<file path="src/rtl/run_detect_sched.sv">
// Round-robin arbiter that time-shares one serial run-length detector between
// N_REQ frame requesters and reports a hit count per frame.
//
// state  | meaning
// IDLE   | waiting for any REQ; grants round-robin from ptr
// SHIFT  | DATA_W cycles, one frame bit per cycle into the detector
// REPORT | DONE pulse, per-frame result published
module run_detect_sched #(
  parameter int N_REQ   = 4,
  parameter int DATA_W  = 8,
  parameter int RUN_LEN = 4,
  localparam int ID_W   = $clog2(N_REQ),
  localparam int CNT_W  = $clog2(DATA_W + 1),
  localparam int RUN_W  = $clog2(RUN_LEN + 1)
) (
  input  logic                      CLK,
  input  logic                      RESET,
  input  logic [N_REQ-1:0]          REQ,
  input  logic [N_REQ*DATA_W-1:0]   DATA,
  output logic [N_REQ-1:0]          ACK,
  output logic                      BUSY,
  output logic                      SER_BIT,
  output logic                      DONE,
  output logic [ID_W-1:0]           DONE_ID,
  output logic                      HIT,
  output logic [CNT_W-1:0]          HIT_CNT,
  output logic [1:0]                STATE
);

  typedef enum logic [1:0] {
    ST_IDLE   = 2'b00,
    ST_SHIFT  = 2'b10,
    ST_REPORT = 2'b11
  } state_t;

  state_t            state;
  logic [ID_W-1:0]   ptr;
  logic [ID_W-1:0]   cur_id;
  logic [DATA_W-1:0] sh;
  logic [CNT_W-1:0]  bit_cnt;
  logic              last_bit;
  logic [RUN_W-1:0]  run;
  logic [CNT_W-1:0]  acc;

  logic [DATA_W-1:0] frame_arr [N_REQ];
  logic              gnt_found;
  logic [ID_W-1:0]   gnt_id;
  logic [ID_W-1:0]   cand;
  logic [ID_W-1:0]   ptr_next;
  logic              first_bit;
  logic [RUN_W-1:0]  run_next;
  logic              det;
  logic [CNT_W-1:0]  acc_next;

  assign STATE = state;

  always_comb begin
    for (int i = 0; i < N_REQ; i++) begin
      frame_arr[i] = DATA[i*DATA_W +: DATA_W];
    end
  end

  // first set request at or after ptr, wrapping
  always_comb begin
    gnt_found = 1'b0;
    gnt_id    = '0;
    cand      = '0;
    for (int i = 0; i < N_REQ; i++) begin
      cand = ID_W'((int'(ptr) + i) % N_REQ);
      if (!gnt_found && REQ[cand]) begin
        gnt_found = 1'b1;
        gnt_id    = cand;
      end
    end
    ptr_next = ID_W'((int'(gnt_id) + 1) % N_REQ);
  end

  // detector update for the bit currently on SER_BIT
  always_comb begin
    first_bit = (bit_cnt == CNT_W'(DATA_W - 1));
    if (first_bit || (SER_BIT != last_bit)) begin
      run_next = RUN_W'(1);
    end else if (run == RUN_W'(RUN_LEN)) begin
      run_next = run;
    end else begin
      run_next = run + RUN_W'(1);
    end
    det      = (run_next == RUN_W'(RUN_LEN));
    acc_next = acc + CNT_W'(det);
  end

  always_ff @(posedge CLK or negedge RESET) begin
    if (!RESET) begin
      state    <= ST_IDLE;
      ptr      <= '0;
      cur_id   <= '0;
      sh       <= '0;
      bit_cnt  <= '0;
      last_bit <= 1'b0;
      run      <= '0;
      acc      <= '0;
      ACK      <= '0;
      BUSY     <= 1'b0;
      SER_BIT  <= 1'b0;
      DONE     <= 1'b0;
      DONE_ID  <= '0;
      HIT      <= 1'b0;
      HIT_CNT  <= '0;
    end else begin
      ACK  <= '0;
      DONE <= 1'b0;
      case (state)
        ST_SHIFT: begin
          last_bit <= SER_BIT;
          run      <= run_next;
          acc      <= acc_next;
          if (bit_cnt == '0) begin
            state   <= ST_REPORT;
            SER_BIT <= 1'b0;
            DONE    <= 1'b1;
            DONE_ID <= cur_id;
            HIT     <= (acc_next != '0);
            HIT_CNT <= acc_next;
          end else begin
            bit_cnt <= bit_cnt - CNT_W'(1);
            SER_BIT <= sh[DATA_W-1];
            sh      <= sh << 1;
          end
        end
        ST_REPORT: begin
          state <= ST_IDLE;
          BUSY  <= 1'b0;
        end
        // IDLE, and the unused 01 encoding, behave identically
        default: begin
          state <= ST_IDLE;
          if (gnt_found) begin
            state    <= ST_SHIFT;
            BUSY     <= 1'b1;
            ACK      <= N_REQ'(1) << gnt_id;
            SER_BIT  <= frame_arr[gnt_id][DATA_W-1];
            sh       <= frame_arr[gnt_id] << 1;
            bit_cnt  <= CNT_W'(DATA_W - 1);
            last_bit <= 1'b0;
            run      <= '0;
            acc      <= '0;
            cur_id   <= gnt_id;
            ptr      <= ptr_next;
          end
        end
      endcase
    end
  end

endmodule

</file>
<file path="config.mk">
export PLATFORM = sky130hd
export DESIGN_NAME = run_detect_sched
export DESIGN_NICKNAME = d
export VERILOG_FILES = /design/src/rtl/run_detect_sched.sv
export SDC_FILE = /design/constraint.sdc
export NUM_CORES = 1
export LEC_CHECK = 0
export ABC_AREA = 1
export CAP_MARGIN = 30
export CORE_AREA = 2 2 70 86
export CTS_CLUSTER_DIAMETER = 200
export DETAILED_ROUTE_END_ITERATION = 6
export DIE_AREA = 0 0 72 88
export PLACE_DENSITY = 0.68
export SLEW_MARGIN = 25
export SYNTH_ARGS = -nofsm -noshare
export SYNTH_HDL_FRONTEND = slang
export SYNTH_SLANG_ARGS = --single-unit
</file>
<file path="constraint.sdc">
create_clock -name CLK -period 5.2 [get_ports CLK]
set_input_delay 0.78 -clock CLK [delete_from_list [all_inputs] [get_ports CLK]]
set_output_delay 0.78 -clock CLK [all_outputs]
set_load 0.02 [all_outputs]
</file>
==> qor.txt, run 1 <==
# hold bufs at CTS = 0
CP arrival = 2.97 ns
Cells after DPL = 437
Final Max Slew Viols = 0
setup tns final = 0 ns
synthesized area = 0.002405 mm²
drt drc = 0
GR Overflow Total = 0
post_cts resized = 0
post-layout min period = 2.796 ns
DIE WIDTH = 72 µm
Layout Skew = 0.006309 ns
Power Dens Cells = 658.9 mW/mm²
Max FO, Critical Path = 12
initial antenna violation count = 0
Detailed Route Iter0 Violations = 124
sequential area share after synthesis = 0.4058
area added between synthesis and finish = 26.69%
vias per inst = 4.789
IO buf count = 53
CTS H-tree lvls = 2
post-route ant nets = 0
Total Nets Final = 429
Root Buffer = clkbuf_8
clk_lat worst skew = 0.29 ns
Least-Margin Pin Slew = 0.5547 ns
global-route wire length before repair = 8666 µm
DIE HEIGHT = 88 µm
CTS Buf Count = 5
final non-filler cell total = 446
CTS tree = built
unrepaired setup endpoints after global routing = false
commonest non-fill, non-tap cell in the layout = nand2_1
Fill cells = 529
f_max = 357.7 MHz
Post-DP HPWL = 4031 µm
Syn Inst Count = 328
Core Area = 0.005518 mm²
crit path capture type = flip-flop
drt wl/cell = 11.68 µm
Bufs on Longest Clock Path = 2
period utilization = 0.5377
Clock Sinks = 39
flops & latches, synth = 39
post-CTS setup buffer count = 0
final wirelength = 5211 µm
Hold Fails Final Rpt = 0
Crit Path Category = in -> reg
vias in the first global route = 2029
Total Routing Usage GR = 0.1734
Hold Crit Class = in -> async
largest net degree at the start of global routing = 40
ant diodes = 0
crit start category = primary input
Routability Congestion = 0.9243
Syn Area/Cell = 7.332 µm²
LEAKAGE = 1.548 nW
# rows = 30
peak supply drop = 0.3222 mV
Required @ worst endpoint = 5.37 ns
Cell variety after synth = 31
Initial Utilization = 0.4358
Initial DRT Pass Iterations = 4
Slew Limit Headroom = 0.6298
Synthesis Warnings = 0
clock-pin slew on the worst setup and hold paths = 0.08 ns
Post-Syn Nets = 376
Setup Viol. Count Final = 0
Die ar. = 0.006336 mm²
outcome = finished clean
I/O pin cnt = 54
commonest cells after routing, fill and taps aside = nand2_1 (114), clkdlybuf4s50_1 (52), dfrtp_1 (39), inv_1 (39), nand3_1 (23)
layout cells sized above 1 = 0.08901
routed vias = 2136
MaxCap Viol Count = 0
-- cell usage after synthesis --
master    number  share of area
xor2_1         5          0.018
or2_2          1         0.0026
nand2_1      114           0.18
nor2_4         3          0.014
nand3_2        2         0.0083
nor2_1        21          0.033
a22oi_1        1         0.0031
nand2_2        9          0.023
nor4_1         2         0.0052
a21oi_1        4         0.0083
o21ai_1       14          0.029
o21bai_1       1         0.0031
nand3_1       23          0.048
buf_2          1         0.0021
buf_6          4          0.019
nor3b_1        1         0.0031
inv_2          7          0.011
o21ai_0       15          0.031
nand4_1        1         0.0026
buf_4          1         0.0031
buf_8          1         0.0062
nand2_4        1         0.0047
clkbuf_1       1         0.0016
inv_1         39          0.061
a22o_1         2         0.0073
a31oi_1        1         0.0026
ha_1          10          0.052
nand3_4        1         0.0073
clkinv_1       2         0.0031
dfrtp_1       39           0.41
nor2_2         1         0.0026
-- per-layer routing --
metal  global-route usage  wire, µm  vias to the layer above
li1                     -         -                     1125
met1               0.2116      2342                      968
met2               0.3030      2621                       34
met3              0.04373       163                        9
met4              0.04974        84                        0
met5                    0         0                        -
-- where the power goes --
part           internal (W)  total (W)  switching [W]
clock network     0.0000937   0.000198       0.000104
registers          0.000433   0.000514      0.0000813
logic              0.000456    0.00130       0.000839
-- cells by family after synthesis --
logic type / after synthesis / share of synthesized area
AO/OA/AOI/OAI: 38 / 0.08481
flip-flops: 39 / 0.4058
AND/OR/NAND/NOR: 180 / 0.3325
XOR/XNOR: 5 / 0.01821
buffers and inverters: 56 / 0.1067
adder cells (fa/ha/maj): 10 / 0.05203
-- state kept, by name, indices dropped and copies added, names as in the netlist, 3 cells and up --
name,cells
ACK,4
bit_cnt,4
acc,4
run,3
sh,7
HIT_CNT,4
-- layout make-up --
class                   instances  area (µm²)  share of cell area
clock buffers                   6       72.57             0.02382
clock inverters                 2       12.51            0.004107
inverters                      48       180.2             0.05914
multi-input cells             233        1172              0.3848
flip-flops and latches         39       975.9              0.3203
well taps                      64       80.08             0.02628
repair buffers                 54       553.0              0.1815
-- critical path, cell delays in order --
cell and delay (ns):
clkdlybuf4s50_1 0.48, inv_1 0.06, nand2_1 0.08, nand3_2 0.11, nand2_2 0.12, nor2_4 0.06
nand2_1 0.06, nand3_1 0.08, nand2_1 0.29, clkinv_1 0.35, ha_1 0.37, nand2_1 0.07
o21ai_0 0.07
-- path summary, 6_finish.rpt --
| path | startpoint | endpoint | slack [ns] | depth (start not counted) |
|---|---|---|---|---|
| max | REQ[3] | ptr[1]$_DFFE_PN0P_ | 2.40 | 13 |
| max reg2reg | ptr[0]$_DFFE_PN0P_ | ptr[1]$_DFFE_PN0P_ | 2.60 | 12 |
| min in group CLK | STATE[1]$_DFFE_PN0P_ | BUSY$_DFFE_PN0P_ | 0.47 | 1 |
| min reg2reg | STATE[1]$_DFFE_PN0P_ | BUSY$_DFFE_PN0P_ | 0.47 | 1 |
| max in group asynchronous | RESET | sh[1]$_DFFE_PN0P_ | 4.35 | 2 |
| min | RESET | DONE$_DFF_PN0_ | 0.40 | 1 |
-- metrics by stage --
step / hold slack, ns / worst slack [ns] / utilization / total power [W] / instance area [µm²]
floorplan: 0.4492 / 3.042 / - / 0.001568 / 2405
global placement: 0.4614 / 2.215 / 0.5317 / 0.001793 / 2934
detailed placement: 0.4697 / 2.110 / 0.5317 / 0.001817 / 2934
CTS: 0.4825 / 2.406 / 0.5472 / 0.002020 / 3019
global route: 0.4256 / 2.211 / 0.5522 / 0.002221 / 3047
finish: 0.4033 / 2.404 / 0.5522 / 0.002007 / 3047
(Power assumes the default switching activity.)
==> inputs of run 2 (changes only) <==
==> constraint.sdc (replaced) <==
create_clock -name CLK -period 2.82 [get_ports CLK]
set_input_delay 0.423 -clock CLK [delete_from_list [all_inputs] [get_ports CLK]]
set_output_delay 0.423 -clock CLK [all_outputs]
set_load 0.02 [all_outputs]
==> run 2 against run 1 <==
  * Combinational power grew 85%
  * Flip-flop and latch count is the same
  * Sequential power grew 85%
  * Highest routed layer unchanged
  * Clock skew grew 0.0013 ns
  * Sequential share of layout area shrank 0.18 points
==> qor.txt, run 2 (synthesis results as in run 1) <==
Least-Margin Pin Slew = 0.3813 ns
unrepaired setup endpoints after global routing = false
Critical Path Slowest Stage Cell = dfrtp_1
drt drc = 0
CTS tree = built
cell internal pwr = 0.001846 W
commonest non-fill, non-tap cell in the layout = nand2_1
Max stage delay on crit path = 0.58 ns
Hold Crit Class = reg -> reg
Max FO, Critical Path = 32
crit path capture type = flip-flop
Required @ worst endpoint = 3.00 ns
Hold Fails Final Rpt = 0
fin util = 0.5553
post-CTS setup buffer count = 0
switching pwr = 0.001874 W
Crit Path Category = reg -> reg
layout cells sized above 1 = 0.09351
setup tns final = 0 ns
final wirelength = 5309 µm
outcome = finished clean
Root Buffer = clkbuf_8
DIE WIDTH = 72 µm
cells along the critical path = inv_2 > nand2_1 > nand2_1 > o21ai_0 > nand3_2 > nand3_4 > inv_2 > ha_1 > nand2_1 > o21ai_0
# rows = 30
CP arrival = 2.57 ns
Sw Ratio = 0.5038
Initial DRT Pass Iterations = 5
Power Dens Cells = 1214 mW/mm²
DIE HEIGHT = 88 µm
Post-DP HPWL = 4030 µm
Fill cells = 521
Initial Utilization = 0.4358
routed vias = 2146
I/O pin cnt = 54
CTS Buf Count = 5
ant diodes = 0
largest net degree at the start of global routing = 40
Slew Limit Headroom = 0.7458
Total Nets Final = 432
post-layout min period = 2.391 ns
area added between synthesis and finish = 27.42%
MaxCap Viol Count = 0
clk_lat worst skew = 0.29 ns
max reg flops = 7
Bufs on Longest Clock Path = 2
initial antenna violation count = 0
Routability Congestion = 0.8960
clock-pin slew on the worst setup and hold paths = 0.08 ns
vias in the first global route = 2018
CTS H-tree lvls = 2
GR Overflow Total = 0
Core Area = 0.005518 mm²
commonest cells after routing, fill and taps aside = nand2_1 (114), clkdlybuf4s50_1 (52), dfrtp_1 (39), inv_1 (39), nand3_1 (23)
drt wl/cell = 11.82 µm
peak supply drop = 0.4916 mV
LEAKAGE = 1.558 nW
vias per inst = 4.780
Clock Sinks = 39
proportion of power drawn by combinational gates = 0.646
clock network fraction of total power = 0.099
post-route ant nets = 0
Seq pwr share = 0.255
global-route wire length before repair = 8963 µm
crit start category = flip-flop
IO buf count = 53
Largest Register = sh
Die ar. = 0.006336 mm²
Crit path top cell by count = nand2_1
Total Routing Usage GR = 0.1810
Detailed Route Iter0 Violations = 137
Layout Skew = 0.007647 ns
period utilization = 0.8480
Final Max Slew Viols = 0
f_max = 418.2 MHz
Setup Viol. Count Final = 0
post_cts resized = 0
==> run 2: cell types whose count changed in the layout (fill, tap and decap cells not counted), sizes merged <==
cell and change:
buf +2, dlygate4sd3 +1
==> run 2: critical path: cells and delay by family (launching register included) <==
kind	cells	cell delay [ns]
buffers and inverters	2	0.28
AOI/OAI and AO/OA	2	0.34
DFF	1	0.58
adders and majority gates	1	0.30
and+or+nand+nor	5	0.77
==> run 2: routing by layer <==
| metal | vias to the layer above | part of all wire | track usage |
|---|---|---|---|
| met4 | 0 | 0.020 | 0.07719 |
| met3 | 10 | 0.037 | 0.02992 |
| met5 | - | 0 | 0 |
| met2 | 45 | 0.50 | 0.3089 |
| met1 | 961 | 0.45 | 0.2264 |
| li1 | 1130 | - | - |
==> run 2: path summary, 6_finish.rpt <==
check	end	from	depth (start not counted)	slack, ns
max in group asynchronous	bit_cnt[1]$_DFFE_PN0P_	RESET	3	1.89
max reg2reg	ptr[1]$_DFFE_PN0P_	ptr[0]$_DFFE_PN0P_	10	0.43
min in group asynchronous	DONE$_DFF_PN0_	RESET	2	0.51
min reg2reg	BUSY$_DFFE_PN0P_	STATE[1]$_DFFE_PN0P_	1	0.47
min	BUSY$_DFFE_PN0P_	STATE[1]$_DFFE_PN0P_	1	0.47
max	ptr[1]$_DFFE_PN0P_	ptr[0]$_DFFE_PN0P_	10	0.43
==> run 2: final cells by class <==
class / count / area, µm² / area share
Clock buffer: 6 / 72.57 / 0.02368
Timing Repair Buffer: 57 / 570.5 / 0.1862
Multi-Input combinational cell: 233 / 1172 / 0.3826
Tap cell: 64 / 80.08 / 0.02613
Inverter: 48 / 180.2 / 0.05880
Clock inverter: 2 / 12.51 / 0.004083
Sequential cell: 39 / 975.9 / 0.3185
==> run 2: power groups by stage <==
stage	Combinational [W]	Sequential (W)	Clock [W]
after floorplan	0.00187	0.00102	0
after global placement	0.00238	0.000954	0
after detailed placement	0.00241	0.000959	0
after CTS	0.00243	0.000948	0.000384
after global routing	0.00275	0.000975	0.000410
final	0.00240	0.000949	0.000367
==> run 2: per-stage QoR <==
stage | hold slack (ns) | instances | power, W | setup WS [ns] | area (µm²)
floorplan | 0.1274 | 328 | 0.002891 | 0.8419 | 2405
global placement | 0.4608 | 439 | 0.003333 | 0.4034 | 2949
detailed placement | 0.4576 | 439 | 0.003373 | 0.3360 | 2949
CTS | 0.2654 | 447 | 0.003759 | 0.4428 | 3034
global route | 0.4955 | 449 | 0.004136 | 0.1526 | 3064
finish | 0.4688 | 449 | 0.003720 | 0.4286 | 3064
==> run 2: timing repair <==
action	4_1_cts	5_1_grt
hold buffers	0	1
setup endpoints to repair	0	0
endpoints found under the hold margin	0	7
